File: src/rtl/uibi_dma.sv
// uibi_dma: word-granular memory-to-memory copy engine, initiator end of the UIBI bus.
// Each word is one read beat, one bubble cycle, then one write beat; a one-cycle intr
// pulse marks completion. Define UIBI_DMA_FILL_EN to add a fill mode that writes a
// latched constant to the destination without issuing any reads.
module uibi_dma #(
  parameter int unsigned XLEN      = 32,
  parameter logic [1:0]  WORD_MODE = 2'b10
) (
  input  logic            clk,
  input  logic            rst,
  input  logic            cfg_start,
  input  logic [XLEN-1:0] cfg_src,
  input  logic [XLEN-1:0] cfg_dst,
  input  logic [XLEN-1:0] cfg_len,
`ifdef UIBI_DMA_FILL_EN
  input  logic            cfg_fill,
  input  logic [XLEN-1:0] cfg_fill_val,
`endif
  output logic            busy,
  output logic            done,
  output logic            intr,
  output logic            bus_req,
  output logic            bus_wen,
  output logic [1:0]      bus_mode,
  output logic [XLEN-1:0] bus_addr,
  output logic [XLEN-1:0] bus_dat_o,
  input  logic [XLEN-1:0] bus_dat_i,
  input  logic            bus_ready
);

  localparam logic [XLEN-1:0] AlignMask = ~(XLEN'(3));
  localparam logic [XLEN-1:0] WordStep  = XLEN'(4);

  typedef enum logic [2:0] {StIdle, StRd, StRdata, StWr, StDone} state_e;

  state_e          state_q;
  logic [XLEN-1:0] src_q;
  logic [XLEN-1:0] dst_q;
  logic [XLEN-1:0] remain_q;
  logic            fill_q;

  logic [XLEN-1:0] src_al;
  logic [XLEN-1:0] dst_al;
  logic            start_fill;
  logic [XLEN-1:0] start_fill_val;

  // Byte addresses are forced onto word boundaries at start.
  assign src_al = cfg_src & AlignMask;
  assign dst_al = cfg_dst & AlignMask;

`ifdef UIBI_DMA_FILL_EN
  assign start_fill     = cfg_fill;
  assign start_fill_val = cfg_fill_val;
`else
  assign start_fill     = 1'b0;
  assign start_fill_val = '0;
`endif

  assign bus_mode = WORD_MODE;

  // Transfer FSM; every bus-facing output is registered here. bus_dat_o doubles as the
  // word buffer between the read and write beats (and holds the fill value in fill mode).
  always_ff @(posedge clk) begin
    if (rst) begin
      state_q   <= StIdle;
      src_q     <= '0;
      dst_q     <= '0;
      remain_q  <= '0;
      fill_q    <= 1'b0;
      busy      <= 1'b0;
      done      <= 1'b0;
      intr      <= 1'b0;
      bus_req   <= 1'b0;
      bus_wen   <= 1'b0;
      bus_addr  <= '0;
      bus_dat_o <= '0;
    end else begin
      intr <= 1'b0;
      unique case (state_q)
        StIdle: begin
          if (cfg_start) begin
            src_q    <= src_al;
            dst_q    <= dst_al;
            remain_q <= cfg_len;
            fill_q   <= start_fill;
            busy     <= 1'b1;
            done     <= 1'b0;
            if (cfg_len == '0) begin
              state_q <= StDone;
              intr    <= 1'b1;
            end else if (start_fill) begin
              state_q   <= StWr;
              bus_req   <= 1'b1;
              bus_wen   <= 1'b1;
              bus_addr  <= dst_al;
              bus_dat_o <= start_fill_val;
            end else begin
              state_q  <= StRd;
              bus_req  <= 1'b1;
              bus_wen  <= 1'b0;
              bus_addr <= src_al;
            end
          end
        end
        StRd: begin
          if (bus_ready) begin
            state_q <= StRdata;
            bus_req <= 1'b0;
          end
        end
        StRdata: begin
          // Slave read data is valid in this bubble cycle.
          state_q   <= StWr;
          bus_req   <= 1'b1;
          bus_wen   <= 1'b1;
          bus_addr  <= dst_q;
          bus_dat_o <= bus_dat_i;
        end
        StWr: begin
          if (bus_ready) begin
            src_q    <= src_q + WordStep;
            dst_q    <= dst_q + WordStep;
            remain_q <= remain_q - XLEN'(1);
            if (remain_q == XLEN'(1)) begin
              state_q   <= StDone;
              intr      <= 1'b1;
              bus_req   <= 1'b0;
              bus_wen   <= 1'b0;
              bus_addr  <= '0;
              bus_dat_o <= '0;
            end else if (fill_q) begin
              // Back-to-back writes; bus_dat_o keeps the fill value.
              bus_addr <= dst_q + WordStep;
            end else begin
              state_q   <= StRd;
              bus_wen   <= 1'b0;
              bus_addr  <= src_q + WordStep;
              bus_dat_o <= '0;
            end
          end
        end
        StDone: begin
          state_q <= StIdle;
          busy    <= 1'b0;
          done    <= 1'b1;
        end
        default: state_q <= StIdle;
      endcase
    end
  end

endmodule

File: config.mk
export PLATFORM = sky130hd
export DESIGN_NAME = uibi_dma
export DESIGN_NICKNAME = d
export VERILOG_FILES = /design/src/rtl/uibi_dma.sv
export SDC_FILE = /design/constraint.sdc
export NUM_CORES = 1
export LEC_CHECK = 0
export CORE_UTILIZATION = 35
export CTS_CLUSTER_DIAMETER = 40
export DETAILED_ROUTE_END_ITERATION = 6
export HOLD_SLACK_MARGIN = 0.06
export PLACE_DENSITY_LB_ADDON = 0.08
export SETUP_SLACK_MARGIN = 0.02
export SLEW_MARGIN = 10
export SYNTH_ARGS = -nofsm -noshare
export SYNTH_HDL_FRONTEND = slang
export SYNTH_SLANG_ARGS = --single-unit
File: constraint.sdc
create_clock -name clk -period 2.64 [get_ports clk]
set_input_delay 0.396 -clock clk [delete_from_list [all_inputs] [get_ports clk]]
set_output_delay 0.396 -clock clk [all_outputs]
set_load 0.01 [all_outputs]
# ---- After elaboration in Yosys (flattened, before gate mapping)
# Index checks and enable logic that the tools add are counted.
dict set report totals {
  reg_bits 168
  inputBits 132
  out_inout_bits 71
  word_cells 77
}
dict set report classes {
  addsub 3
  n_eq_ne 10
  muxes 40
  n_reduce_logical 13
}
# cell count
set ops {}
lappend ops {{2-to-1 mux 32 bit} 11}
lappend ops {{case mux 32 bit (2 select lines)} 4}
lappend ops {{case mux 32 bit (3 select lines)} 1}
lappend ops {{adder 32 x 3 -> 32 bit, second input constant} 2}
lappend ops {{== test 32 x 1 -> 1 bit, second input constant} 1}
lappend ops {{zero test 32 bit} 1}
lappend ops {{subtractor 32 x 1 -> 32 bit, second input constant} 1}
lappend ops {{2-to-1 mux 3 bit} 5}
lappend ops {{2-to-1 mux 1 bit} 13}
lappend ops {{case mux 3 bit (4 select lines)} 1}
lappend ops {{!= test 2 bit, second input constant} 5}
lappend ops {{== test 3 x 2 -> 1 bit, second input constant} 2}
lappend ops {{case mux 1 bit (2 select lines)} 3}
lappend ops {{AND reduction 3 bit} 2}
lappend ops {{AND reduction 6 bit} 1}
lappend ops {{nonzero test 2 bit} 3}
lappend ops {{case mux 1 bit (4 select lines)} 1}
lappend ops {{AND reduction 2 bit} 2}
lappend ops {{AND reduction 4 bit} 1}
lappend ops {{nonzero test 4 bit} 1}
lappend ops {{== test 3 x 1 -> 1 bit, second input constant} 1}
lappend ops {{== test 3 bit, second input constant} 1}
lappend ops {{zero test 3 bit} 1}
lappend ops {{case mux 1 bit (3 select lines)} 1}
lappend ops {{nonzero test 3 bit} 1}

# ---- Logic depth before layout (Yosys ltp)
dict set report logic_depth {
  depth_word 4
  depth_mapped 9
  ltp_nobuf 7
}

# ---- Worst setup path after synthesis
# No wires, ideal clock.
dict set report synth_timing {
  path_kind {flip-flop to flip-flop}
  start {reg src_q[3]}
  end {reg src_q[30]}
  setup_ns 0.132
  arrival_ns 2.004
  required_ns 2.508
  setup_slack_ns 0.504
  path_stages_with_launch 7
  n_path_buf 0
  synth_period_minus_slack_ns 2.136
  path_cell_list {dfxtp_1 ha_1 nand3_1 or4_4 o41a_1 o31ai_1 a21oi_1}
}
dict set report synth_between {
  elab_chain_len 3
}
# element line_no
set synth_lines {}
lappend synth_lines {{start: declaration} 37} ;# logic [XLEN-1:0] src_q;
lappend synth_lines {{start signal: assignment} 82} ;# src_q <= src_al;
lappend synth_lines {{start signal: assignment} 121} ;# src_q <= src_q + WordStep;
lappend synth_lines {{adder 32 x 3 -> 32 bit} 121}
lappend synth_lines {{2-to-1 mux 32 bit} 120} ;# if (bus_ready) begin
lappend synth_lines {{case mux 32 bit (2 select lines)} 79} ;# unique case (state_q)
# No other way between the ends. The select of a mux whose other input is x is not followed.
# A chain may end at the register's enable or synchronous reset.

# ---- Worst setup path in the final report
dict set report layout_timing {
  start {reg remain_q[21]}
  end {reg bus_addr[7]}
}
dict set report layout_between {
  elab_chain_len 4
}
# element line_no
set layout_lines {}
lappend layout_lines {{start: declaration} 39} ;# logic [XLEN-1:0] remain_q;
lappend layout_lines {{start signal: assignment} 84} ;# remain_q <= cfg_len;
lappend layout_lines {{start signal: assignment} 123} ;# remain_q <= remain_q - XLEN'(1);
lappend layout_lines {{== test 32 x 1 -> 1 bit} 124} ;# if (remain_q == XLEN'(1)) begin
lappend layout_lines {{2-to-1 mux 32 bit} 124}
lappend layout_lines {{2-to-1 mux 32 bit} 120}
lappend layout_lines {{case mux 32 bit (3 select lines)} 79}
lappend layout_lines {{end signal: assignment} 116} ;# bus_addr <= dst_q;
lappend layout_lines {{end signal: assignment} 133} ;# bus_addr <= dst_q + WordStep;
lappend layout_lines {{end signal: assignment} 137} ;# bus_addr <= src_q + WordStep;
lappend layout_lines {{end: declaration} 25} ;# output logic [XLEN-1:0] bus_addr,
# No other way between the ends. The select of a mux whose other input is x is not followed.

==> impl_results.md <==
* Main combinational cell family by area after synthesis: compound AO/OA/AOI/OAI gates
* Crit path buffers/inverters at 2
* TritonRoute pass-1 iters at 5
* Die extent in x at 165 um
* Worst-path cell chain: nor4_1 -> buf_4 -> nand4_1 -> o31a_1 -> buf_4 -> a222oi_1 -> a21oi_1
* #FFs+latches synth at 163
* H-tree lvl count at 4
* Share of the synthesized area in the top cell type at 35.1%
* Die H at 165 um
* Count of cell types in the netlist at 74
* Sequential area share after synthesis at 35.1%
* RR Endpoint: bus_addr[7]$_SDFFE_PP0P_
* Min-delay src: rst
* Flop2flop setup slack at 0.24 ns
* DR DRC count at 0
* Overall Global Routing Usage at 24.6%
* WS Path Type: flop to flop
* Root Buffer: clkbuf_16
* Max VDD drop at 0.407 mV
* Syn Area/Cell at 7.75 sq um
* Most frequent CP cell: buf_4
* Setup TNS at 0 ns
* Final Hold Fails at 0
* WL final at 33.4 mm
* Max cap viols at 0
* Most used DFF post-synth: dfxtp_1
* DR vias at 10200
* Fin Clk Skew at 0.0162 ns
* Fin cells at 1711
* Post-Synth Adder-Cell Area at 0.539%
* Nets at 1498
* RSZ-0062 raised after global routing: no
* Core ar. at 0.0261 sq mm
* Initial Util at 35.7%
* Crit-path max FO at 11
* Int Pwr at 5.54 mW
* Clock Power Share at 32.4%
* Slew HR at 46.1%
* Clk Latency, worst-skew pair at 0.44 ns
* CTS tree: done
* Slowest stage cell on the critical path: o31a_1
* EDFF count, synth at 0
* Mux contribution to synthesized area at 0.323%
* Most area-consuming cells after synthesis: dfxtp_1 (35%), a21oi_1 (5.3%), nor2_1 (4.6%)
* Area grow syn2layout at 33.5%
* Post-Syn Area at 0.00929 sq mm
* Vias in the first global route at 9366
* Synth Warn # at 0
* Syn Inst Count at 1199
* Cts hold-fix bufs at 0
* Initial antenna violation count at 3
* Post-route cell area at 0.0124 sq mm
* Dpl cells at 1678
* # IOs at 203
* Register share of total power at 37.5%
* Family with the most delay on the worst path: compound AO/OA/AOI/OAI gates
* Reg2reg start: remain_q[21]$_SDFFE_PP0P_
* Post-route ant nets at 0
* Largest net degree at the start of global routing at 98
* Post-Synth XOR/XNOR Area at 1.32%
* First-pass GRT wire length at 52.3 mm
* Pleak at 4.33 nW
* Startpoint Class: flop
* Pwr Density at 681 mW/mm^2
* Least-Margin Pin Slew at 0.809 ns
* Drt initial violations at 870
* Minimum hold slack at 0.347 ns
* Slowest stage delay, CP at 0.57 ns
* Fmax at 417 MHz
* Routed len/inst at 19.5 um
* IO buf count at 196
* Crit path time final at 2.40 ns
* Syn Nets at 1335
* Clock buffer depth at 2
* Post_cts resized at 0
* Sink Count at 163
* FP Rows at 59
* DP Area at 0.0118 sq mm
* Worst-path clk slew at 0.07 ns
* Hold Path End: done$_SDFFE_PP0P_
* Final slew viol count at 0
* Total CTS buffers at 17
* Vias/cell at 5.93
* Post-CTS setup buffer count at 0
* Setup-failing EPs final at 0
* HPWL after DPL at 23.0 mm
* CP arrival at 2.72 ns
* Power Total at 8.44 mW
* CP endpoint kind: flop
* Async SR Flop Fraction at 0%
* Switching share of power at 34.3%
* Share of cells above drive strength 1 at 8.59%
* Simple-Gate Fraction of Synth Area at 26.1%
* Gr ovfl total at 0
* Final period util at 90.9%
* Synth Area in Compound Gates at 30.9%
* Sw power at 2.90 mW
* Hold Path Depth at 2
* Hold Crit Class: input port to flop
* Worst reg2reg path depth at 7
* Critical Path RT at 2.96 ns
* Routability Congestion at 0.895
* Status: completed
* Full die area at 0.0272 sq mm
* Synth area leader: dfxtp_1
* Gate power share at 30.1%
-- Yosys cell counts (23+ instances only) --
cell / count
a21oi_1: 98
a22oi_1: 54
clkbuf_1: 73
dfxtp_1: 163
nand2_1: 110
nand3_1: 40
nand4_1: 23
nor2_1: 113
nor3_1: 53
nor4_1: 34
o21ai_0: 78
o31ai_1: 31
-- layer usage --
metal	vias to the layer above	routed length, um	GRT usage, %
li1	4934	-	-
met1	4833	15700	35.4
met2	352	14800	36.6
met3	30	2370	4.97
met4	2	531	7.42
met5	-	12	0
-- layout make-up --
class                   count  area, sq um
diodes                      2         5.00
well taps                 335          419
clock inverters            14          203
fillers                  2592        13700
repair buffers            254         2510
flip-flops and latches    163         3260
inverters                  15         56.3
multi-input cells         911         5520
clock buffers              17          425
-- registers in the layout (all words and copies together) (netlist names) --
register   count
dst_q         30
done           1
src_q         30
busy           1
bus_dat_o     32
bus_addr      31
bus_req        1
remain_q      32
intr           1
state_q        3
bus_wen        1
-- logic make-up after synthesis --
group                      after synthesis
DFF                                    163
AOI/OAI and AO/OA                      426
buffers and inverters                  125
other                                    2
muxes                                    3
xor gates and xnor gates                14
adders and majority gates                4
and+or+nand+nor                        462
-- power groups by stage --
stage	registers, mW	clock network (mW)	logic, mW
2_1_floorplan	3.15	0	1.44
3_3_place_gp	3.21	0	2.51
3_5_place_dp	3.21	0	2.53
4_1_cts	3.16	2.79	2.54
5_1_grt	3.21	2.88	2.79
6_report	3.16	2.74	2.54
-- how the worst max path moves through the flow --
stage	cells past startpoint	endpoint	start
floorplan	6	src_q[30]$_SDFFE_PP0P_	src_q[3]$_SDFFE_PP0P_
global placement	7	bus_addr[3]$_SDFFE_PP0P_	cfg_len[3]
detailed placement	7	bus_addr[3]$_SDFFE_PP0P_	cfg_len[3]
CTS	7	bus_addr[7]$_SDFFE_PP0P_	remain_q[21]$_SDFFE_PP0P_
global route	7	bus_addr[7]$_SDFFE_PP0P_	remain_q[21]$_SDFFE_PP0P_
finish	7	bus_addr[7]$_SDFFE_PP0P_	remain_q[21]$_SDFFE_PP0P_
-- worst reg2reg max path, stage by stage, from the launching register on --
cell	delay, ns
dfxtp_1	0.36
nor4_1	0.32
buf_4	0.18
nand4_1	0.13
o31a_1	0.57
buf_4	0.31
a222oi_1	0.29
a21oi_1	0.12
-- stage by stage --
stage | setup slack, ns | util (%)
after floorplan | 0.504 | -
after global placement | 0.0706 | 45.2
after detailed placement | 0.0777 | 45.2
after CTS | 0.260 | 47.6
after global routing | 0.0658 | 47.6
final | 0.240 | 47.6
-- cells in the final DEF (no fill, tap or decap), types with 10 or more instances in the layout --
cell type,instances
a211oi_1,16
and3_1,20
a22oi_1,54
or3_1,12
a31oi_1,18
o21ai_0,78
o41ai_1,11
and4_1,12
o31ai_1,31
nor4_1,34
and2_1,10
o22ai_1,13
a311oi_1,22
nor3_1,53
buf_4,50
inv_1,15
nor2_1,112
nand2_1,110
a21oi_1,98
clkdlybuf4s50_1,195
nand4_1,23
dfxtp_1,163
nand3_1,40
clkbuf_16,17
Note: power is estimated with default switching activity, not from simulation.
